===== config.mk =====
export PLATFORM = sky130hd
export DESIGN_NAME = fetch_stage
export DESIGN_NICKNAME = d
export VERILOG_FILES = /design/src/rtl/cpu_pkg.sv /design/src/rtl/if_id_reg.sv /design/src/rtl/fetch_stage.sv
export SDC_FILE = /design/constraint.sdc
export NUM_CORES = 1
export LEC_CHECK = 0
export CAP_MARGIN = 30
export CORE_MARGIN = 5
export CORE_UTILIZATION = 55
export DETAILED_ROUTE_END_ITERATION = 10
export DONT_BUFFER_PORTS = 1
export PLACE_DENSITY_LB_ADDON = 0.25
export SLEW_MARGIN = 40
export SYNTH_ARGS = -nofsm -noshare
export SYNTH_HDL_FRONTEND = slang
export SYNTH_HIERARCHICAL = 1
export SYNTH_SLANG_ARGS = --single-unit
export TNS_END_PERCENT = 50

===== constraint.sdc =====
create_clock -name clk -period 3.8 [get_ports clk]
set_input_delay 0.38 -clock clk [delete_from_list [all_inputs] [get_ports clk]]
set_output_delay 0.38 -clock clk [all_outputs]
set_load 0.05 [all_outputs]

===== src/rtl/cpu_pkg.sv =====
// Shared constants and types for the 16-bit core: opcodes, NOP encoding
// and the fetch-stage next-state action.
package cpu_pkg;

    localparam int DATA_W = 16;

    localparam logic [3:0] OP_B   = 4'b1100;
    localparam logic [3:0] OP_BR  = 4'b1101;
    localparam logic [3:0] OP_PCS = 4'b1110;
    localparam logic [3:0] OP_HLT = 4'b1111;

    localparam logic [15:0] INSTR_NOP = 16'h0000;

    typedef enum logic [1:0] {
        FETCH_HOLD,
        FETCH_REDIRECT,
        FETCH_ADVANCE,
        FETCH_HALT
    } fetch_action_e;

endpackage


===== src/rtl/if_id_reg.sv =====
// IF/ID pipeline register: instruction, PC+2 and valid bit with
// flush (squash to bubble) taking priority over hold.
module if_id_reg #(
    parameter int DATA_W = 16
) (
    input  logic              clk,
    input  logic              rst,
    input  logic              hold,
    input  logic              flush,
    input  logic [DATA_W-1:0] next_instr,
    input  logic [DATA_W-1:0] next_pc_plus2,
    output logic [DATA_W-1:0] instr,
    output logic [DATA_W-1:0] pc_plus2,
    output logic              valid
);
    import cpu_pkg::*;

    always_ff @(posedge clk or posedge rst) begin
        if (rst) begin
            instr    <= DATA_W'(INSTR_NOP);
            pc_plus2 <= '0;
            valid    <= 1'b0;
        end else if (flush) begin
            instr    <= DATA_W'(INSTR_NOP);
            pc_plus2 <= '0;
            valid    <= 1'b0;
        end else if (!hold) begin
            instr    <= next_instr;
            pc_plus2 <= next_pc_plus2;
            valid    <= 1'b1;
        end
    end

endmodule


===== src/rtl/fetch_stage.sv =====
// Instruction fetch: PC register, incrementer, redirect/stall/halt priority
// and the IF/ID register feeding decode.
module fetch_stage #(
    parameter int              DATA_W   = 16,
    parameter logic [DATA_W-1:0] RESET_PC = '0
) (
    input  logic              clk,
    input  logic              rst,
    input  logic              stall,
    input  logic              branch_taken,
    input  logic [DATA_W-1:0] branch_target,
    output logic [DATA_W-1:0] imem_addr,
    input  logic [DATA_W-1:0] imem_data,
    output logic [DATA_W-1:0] pc,
    output logic [DATA_W-1:0] ifid_instr,
    output logic [DATA_W-1:0] ifid_pc_plus2,
    output logic              ifid_valid,
    output logic              halted
);
    import cpu_pkg::*;

    fetch_action_e     action;
    logic [DATA_W-1:0] pc_plus2;
    logic [DATA_W-1:0] redirect_pc;
    logic              is_hlt;

    assign imem_addr   = pc;
    assign pc_plus2    = pc + DATA_W'(2);
    assign redirect_pc = branch_target & ~DATA_W'(1);
    assign is_hlt      = (imem_data[DATA_W-1 -: 4] == OP_HLT);

    // Halt dominates everything; a HLT only counts when it would really be fetched.
    always_comb begin
        action = FETCH_ADVANCE;
        if (halted)
            action = FETCH_HOLD;
        else if (branch_taken)
            action = FETCH_REDIRECT;
        else if (stall)
            action = FETCH_HOLD;
        else if (is_hlt)
            action = FETCH_HALT;
    end

    always_ff @(posedge clk or posedge rst) begin
        if (rst) begin
            pc     <= RESET_PC;
            halted <= 1'b0;
        end else begin
            case (action)
                FETCH_REDIRECT: pc <= redirect_pc;
                FETCH_ADVANCE:  pc <= pc_plus2;
                FETCH_HALT:     halted <= 1'b1;
                default:        ;
            endcase
        end
    end

    if_id_reg #(
        .DATA_W(DATA_W)
    ) u_if_id (
        .clk          (clk),
        .rst          (rst),
        .hold         (action == FETCH_HOLD),
        .flush        (action == FETCH_REDIRECT),
        .next_instr   (imem_data),
        .next_pc_plus2(pc_plus2),
        .instr        (ifid_instr),
        .pc_plus2     (ifid_pc_plus2),
        .valid        (ifid_valid)
    );

endmodule


=== Word-level counts from Yosys, hierarchy flattened ===
Cells that the tools add are included.

* Logic and storage cells: 24
* Output and inout port bits: 66
* Bits of input ports: 36
* Bits in registers: 50

* $add $sub $neg: 1
* Reduce and logical (&&, ||, !) cells: 2
* Eq/ne operators: 5
* Mux-type cells: 11

{| class="wikitable"
|+ Operators with widths
! operator !! count
|-
| 2-to-1 mux 16 bit || 4
|-
| case mux 16 bit (2 select lines) || 1
|-
| adder 16 x 2 -> 16 bit (second input constant) || 1
|-
| 2-to-1 mux 2 bit || 3
|-
| equality test 2 bit (second input constant) || 2
|-
| equality test 4 bit (second input constant) || 1
|-
| 2-to-1 mux 1 bit || 3
|-
| equality test 2 x 1 -> 1 bit (second input constant) || 1
|-
| logical NOT 2 bit || 1
|-
| inequality test 2 bit (second input constant) || 1
|-
| nonzero test 2 bit || 1
|}

=== Logic depth before layout (Yosys ltp) ===
Gate-level depths: netlist of run 1.

* Depth in word-level cells: 8
* Gate-level depth with buffers: 10
* Mapped depth without buffers: 9

=== By module ===
Netlist of run 1, hierarchy kept.

{| class="wikitable"
|+ By module, submodules not included
! module !! area each (µm²) !! cells an instance !! seq. area each (µm²) !! instances
|-
| if_id_reg || 1367.6 || 108 || 825.8 || 1
|-
| fetch_stage || 1362.6 || 159 || 400.4 || 1
|}

=== Worst setup path after synthesis of run 1 ===
OpenSTA, ideal clock, no wires.

* Kind: flip-flop to flip-flop
* Start point: register halted
* End point: register pc[12] (netlist: imem_addr[12])
* Required time: 3.675 ns
* Clock period less this slack: 2.157 ns
* Slack: 1.643 ns
* Library setup time: 0.125 ns
* Path buffers: 2
* Stages on the path, launching flop included: 8
* Data arrival time: 2.032 ns
* Cell sequence: dfrtp_1 -> or3_1 -> ha_1 -> buf_2 -> buf_1 -> nand4_1 -> o22ai_1 -> nor2_1

* Word-level cells in the longest chain between the ends: 3
* Elaborated cells on any way between the ends: 5
* Those cells by class: eq/ne: 2; mux: 2; reduce/logical: 1

{| class="wikitable"
|+ RTL lines
! item !! line !! source
|-
| start, declared || fetch_stage.sv:18 || <nowiki>output logic halted</nowiki>
|-
| start signal, assigned || fetch_stage.sv:48 || <nowiki>halted <= 1'b0;</nowiki>
|-
| start signal, assigned || fetch_stage.sv:53 || <nowiki>FETCH_HALT: halted <= 1'b1;</nowiki>
|-
| 2-to-1 mux 2 bit * || fetch_stage.sv:35 || <nowiki>if (halted)</nowiki>
|-
| equality test 2 bit or equality test 2 x 1 -> 1 bit (tied branches) || fetch_stage.sv:50 || <nowiki>case (action)</nowiki>
|-
| case mux 16 bit (2 select lines) or nonzero test 2 bit (tied branches) || n/a ||
|-
| end signal, assigned || fetch_stage.sv:51 || <nowiki>FETCH_REDIRECT: pc <= redirect_pc;</nowiki>
|-
| end signal, assigned || fetch_stage.sv:52 || <nowiki>FETCH_ADVANCE: pc <= pc_plus2;</nowiki>
|-
| end, declared || fetch_stage.sv:14 || <nowiki>output logic [DATA_W-1:0] pc,</nowiki>
|}

Mark *: on every way between the ends. The rest lies on a longest branch, timed or not.
A chain may end at the register's enable or synchronous reset.

=== Worst setup path in the final report of run 1 ===
* Start point: register halted
* End point: register pc[9] (netlist: imem_addr[9])

The elaborated chain is that of the path after synthesis.

==> results of run 1 <==
-- layer usage --
layer | wire, um | vias up
li1 | - | 875
met1 | 2350 | 840
met2 | 2690 | 61
met3 | 459 | 5
met4 | 61 | 0
met5 | 0 | -
-- layout make-up --
class	count	area, sq um
clock buffer	6	82.6
multi-input combinational	181	1240
tap	67	83.8
timing repair buffer	15	115
sequential	49	1230
fill	415	1970
clock inverter	2	37.5
inverter	5	18.8
-- synthesized netlist by cell type (2+ instances only) --
cell type  count
nor2_1        46
buf_2          7
clkbuf_1       3
xor2_1         5
buf_1          2
o22ai_1        4
buf_12         3
a211oi_2       2
nand2b_1       3
nor2_4         2
a21oi_1       16
buf_6          2
mux2i_1       34
nand2_1       13
and3_1         3
ha_1           5
o21ai_0        5
buf_4         17
or2_2          2
o32ai_1        3
inv_1          5
a311oi_1       4
nand4_1        6
nand3_1        4
dfrtp_1       49
xnor2_1        8
-- metrics by stage --
step	area [sq um]	util [%]	hold slack (ns)	instances	setup WS, ns
after detailed placement	2680	56.0	0.324	316	1.24
after CTS	2810	58.7	0.0879	325	1.21
after floorplan	2740	-	0.294	269	1.64
final	2810	58.7	0.0532	325	1.25
after global placement	2670	55.7	0.324	316	1.25
after global routing	2810	58.7	0.116	325	1.05
-- path summary, 6_finish.rpt --
| check | from | to | slack (ns) | depth (start not counted) |
|---|---|---|---|---|
| max in group asynchronous | rst | u_if_id/pc_plus2[7] | 2.59 | 3 |
| hold / removal | rst | imem_addr[14] | 0.05 | 1 |
| hold reg to reg | imem_addr[9] | imem_addr[11] | 0.68 | 2 |
| min in group clk | imem_data[0] | u_if_id/instr[0] | 0.23 | 2 |
| setup / recovery | halted | imem_addr[9] | 1.25 | 7 |
| setup reg to reg | halted | imem_addr[9] | 1.25 | 7 |
-- repair_timing --
action	in CTS	in global routing
setup endpoints to repair	0	0
resized for setup	0	0
hold buffers	1	0
hold endpoints to repair	13	0
-- sequential cells by signal (all words and copies together) (netlist names) --
signal	cells
halted	1
imem_addr	15
u_if_id/instr	16
u_if_id/pc_plus2	16
u_if_id/valid	1
-- critical path, stage by stage, from the launching register on --
cell	delay, ns
dfrtp_1	0.60
or3_1	0.54
inv_1	0.11
ha_1	0.47
buf_4	0.30
nand2_1	0.07
o32ai_1	0.24
a21oi_1	0.10
-- cells by family after synthesis --
kind of cell               after synthesis  share of synthesized area (%)
buffers and inverters                   39                           10.4
xor gates and xnor gates                13                           4.17
DFF                                     49                           44.9
muxes                                   34                           12.5
other                                    1                          0.137
and+or+nand+nor                         87                           15.9
AOI/OAI and AO/OA                       39                           9.72
adders and majority gates                5                           2.29
==> qor.yml, run 1 <==
synth_top_area_share_pct: 44.9
ys_warn_count: 6
report.final.slew_viol_count: 0
min_period_ns: 2.55
status: "complete, no violations"
grt_busiest_layer: "met2"
synth_edf_count: 0
routed_via_density: 5.48
drc: 0
rows: 25
critPathMaxFanout: 17
critPathArrivalTime_ns: 2.73
die_h_um: 80.5
clkLatencyLatePin_ns: 0.30
max_freq_mhz: 392
vias: 1781
rsz0062_at_grt: "false"
cts_tree: "yes"
antenna_cells: 0
grt_pass1_wl_um: 8730
drive_gt1_share_pct: 15.1
clock_sinks: 49
met1_usage_pct: 22.2
area_delta_synth_final_pct: 2.98
yosysUniqueCellTypes: 40
synth_area_per_cell_sq_um: 10.2
grt_start_max_net_pins: 34
gp_routability_congestion: 0.758
grtUsageTotal_pct: 17.5
first_iter_violations: 88
portBuffers: 0
synth_top_cell_by_area: "dfrtp_1"
ctsLongestPathBuffers: 2
overflow: 0
mostFrequentLayoutCells: "nor2_1 (46), dfrtp_1 (46), mux2i_1 (34), a21oi_1 (16), buf_4 (14)"
critPathKind: "reg -> reg"
finalClockSkew_ns: 0.00536
setup_violations: 0
first_global_vias: 1720
detailed_place_hpwl_um: 3870
root_buffer: "clkbuf_8"
antenna_left: 0
cts_max_level: 2
synth_area_sq_um: 2730
cp.required_ns: 3.98
netlist_instances: 267
synth-seq-area-share_pct: 44.9
die_x_um: 80.5
postCtsSetupRepairBufs: 0
ioPinCount: 102
dr.pass1.iters: 4
core-area_sq_um: 4790
synthArstFlopShare_pct: 100
relSlewSlack_pct: 54.8
initial_core_util_pct: 57.0
antenna_found_initial: 0
use_met2_pct: 28.6
finalNetCount: 298
tns_ns: 0
hold_viol_final: 0
drv_cap: 0
hold_class: "in -> async"
cts.clk_slew.worst_paths_ns: 0.09
start_kind: "flop"
grtUsageMet3_pct: 5.49
synthFlopType: "dfrtp_1"
wl_per_cell_um: 17.1
synth_area_leaders: "dfrtp_1 (45%), mux2i_1 (12%), nor2_1 (6.3%), buf_4 (4.7%), a21oi_1 (2.9%)"
yosys_register_bits: 49
tightest_slew_ns: 0.677
wl_um: 5550
worstSetupEndpointType: "flop"
cts_buffers: 5
fin_crit_sh_pct: 67.2
die-area_sq_um: 6470
Power of run 1 is not shown: default switching activity piles up to over one toggle a cycle in this logic, so the estimate is an artifact.
==> run 2, diff against run 1 <==
Clock period 3.8 ns to 2.3 ns, I/O delays scaled along.
==> qor.yml, run 2 (synthesis results as in run 1) <==
status: "complete, no violations"
die-area_sq_um: 6470
cts_buffers: 5
clkLatencyLatePin_ns: 0.30
r2r-start: "halted"
ioPinCount: 102
overflow: 0
wl_per_cell_um: 17.7
critPathArrivalTime_ns: 2.23
routed_via_density: 5.72
area_delta_synth_final_pct: 5.41
hold-path-endpoint: "u_if_id/instr[1]"
dr.pass1.iters: 4
holdBufCountCts: 1
root_buffer: "clkbuf_8"
cts_max_level: 2
drv_cap: 0
final_common_cell: "dfrtp_1"
min_period_ns: 2.05
ff2ff_path_depth: 7
grt_pass1_wl_um: 9230
cts_tree: "yes"
finalNetCount: 306
min-delay-start: "imem_data[1]"
rsz0062_at_grt: "false"
drc: 0
die_x_um: 80.5
die_h_um: 80.5
antenna_left: 0
postCtsSetupRepairBufs: 0
drive_gt1_share_pct: 16.2
max_freq_mhz: 488
reg2reg_slack_ns: 0.25
critPathMaxFanout: 24
gp_routability_congestion: 0.815
ctsLongestPathBuffers: 2
hold_viol_final: 0
final_cell_area_sq_um: 2880
fin_crit_sh_pct: 89.0
final_util_pct: 60.1
wl_um: 5880
first_global_vias: 1912
report.final.slew_viol_count: 0
cts.clk_slew.worst_paths_ns: 0.09
core-area_sq_um: 4790
relSlewSlack_pct: 54.2
mostFrequentLayoutCells: "dfrtp_1 (49), nor2_1 (46), mux2i_1 (34), buf_4 (21), a21oi_1 (16)"
first_iter_violations: 114
dp_slack_ns: 0.269
finalClockSkew_ns: 0.00727
rows: 25
r2r-end: "imem_addr[9]"
portBuffers: 0
setup_violations: 0
grt_start_max_net_pins: 34
clock_sinks: 49
cts_resized: 0
whs_path_depth: 2
antenna_cells: 0
initial_core_util_pct: 57.0
cp.required_ns: 2.48
vias: 1906
hold_class: "in -> reg"
tns_ns: 0
grtUsageTotal_pct: 18.3
tightest_slew_ns: 0.686
antenna_found_initial: 0
detailed_place_hpwl_um: 4330
setup_slack_ns: 0.252
start_kind: "flop"
place_area_sq_um: 2750
worstSetupEndpointType: "flop"
critPathKind: "reg -> reg"
==> run 2: cell types whose count changed in the layout (fill, tap and decap cells not counted) <==
cell,previous run,this run
buf_12,0,1
dfrtp_1,46,49
ha_2,1,0
dfrtp_2,3,0
buf_4,14,21
ha_1,3,4
==> run 2: worst max-delay path, cell delays in order (launching register included) <==
cell and delay [ns]:
dfrtp_1 0.40, or3_1 0.45, inv_1 0.10, ha_1 0.36, buf_12 0.21, nand2_1 0.07
o32ai_1 0.23, a21oi_1 0.10
==> run 2: per-layer routing <==
| layer | share of wire, % | vias to the layer above | GRT usage, % |
|---|---|---|---|
| met4 | 0.85 | 0 | 4.73 |
| met1 | 40 | 936 | 21.9 |
| li1 | - | 892 | - |
| met5 | 0 | - | 0 |
| met2 | 50 | 72 | 31.2 |
| met3 | 8.3 | 6 | 6.73 |
==> run 2: how the worst max path moves through the flow <==
stage	start	to	slack [ns]
final	halted	imem_addr[9]	0.25
after global routing	halted	imem_addr[7]	0.1
after CTS	halted	imem_addr[11]	0.25
after detailed placement	halted	imem_addr[8]	0.27
after global placement	halted	imem_addr[14]	0.24
after floorplan	halted	imem_addr[12]	0.14
==> run 2: cell type report <==
type,instances,area (sq um)
Sequential cell,49,1230
Multi-Input combinational cell,181,1240
Timing Repair Buffer,23,188
Clock buffer,6,82.6
Tap cell,67,83.8
Inverter,5,18.8
Clock inverter,2,37.5
Fill cell,436,1910
==> run 2: stage by stage <==
| step | cells | hold slack [ns] |
|---|---|---|
| after floorplan | 269 | 0.144 |
| after global routing | 333 | 0.0804 |
| after CTS | 333 | 0.0808 |
| final | 333 | 0.0815 |
| after detailed placement | 324 | 0.109 |
| after global placement | 324 | 0.106 |
Power of run 2 is left out for the same reason.
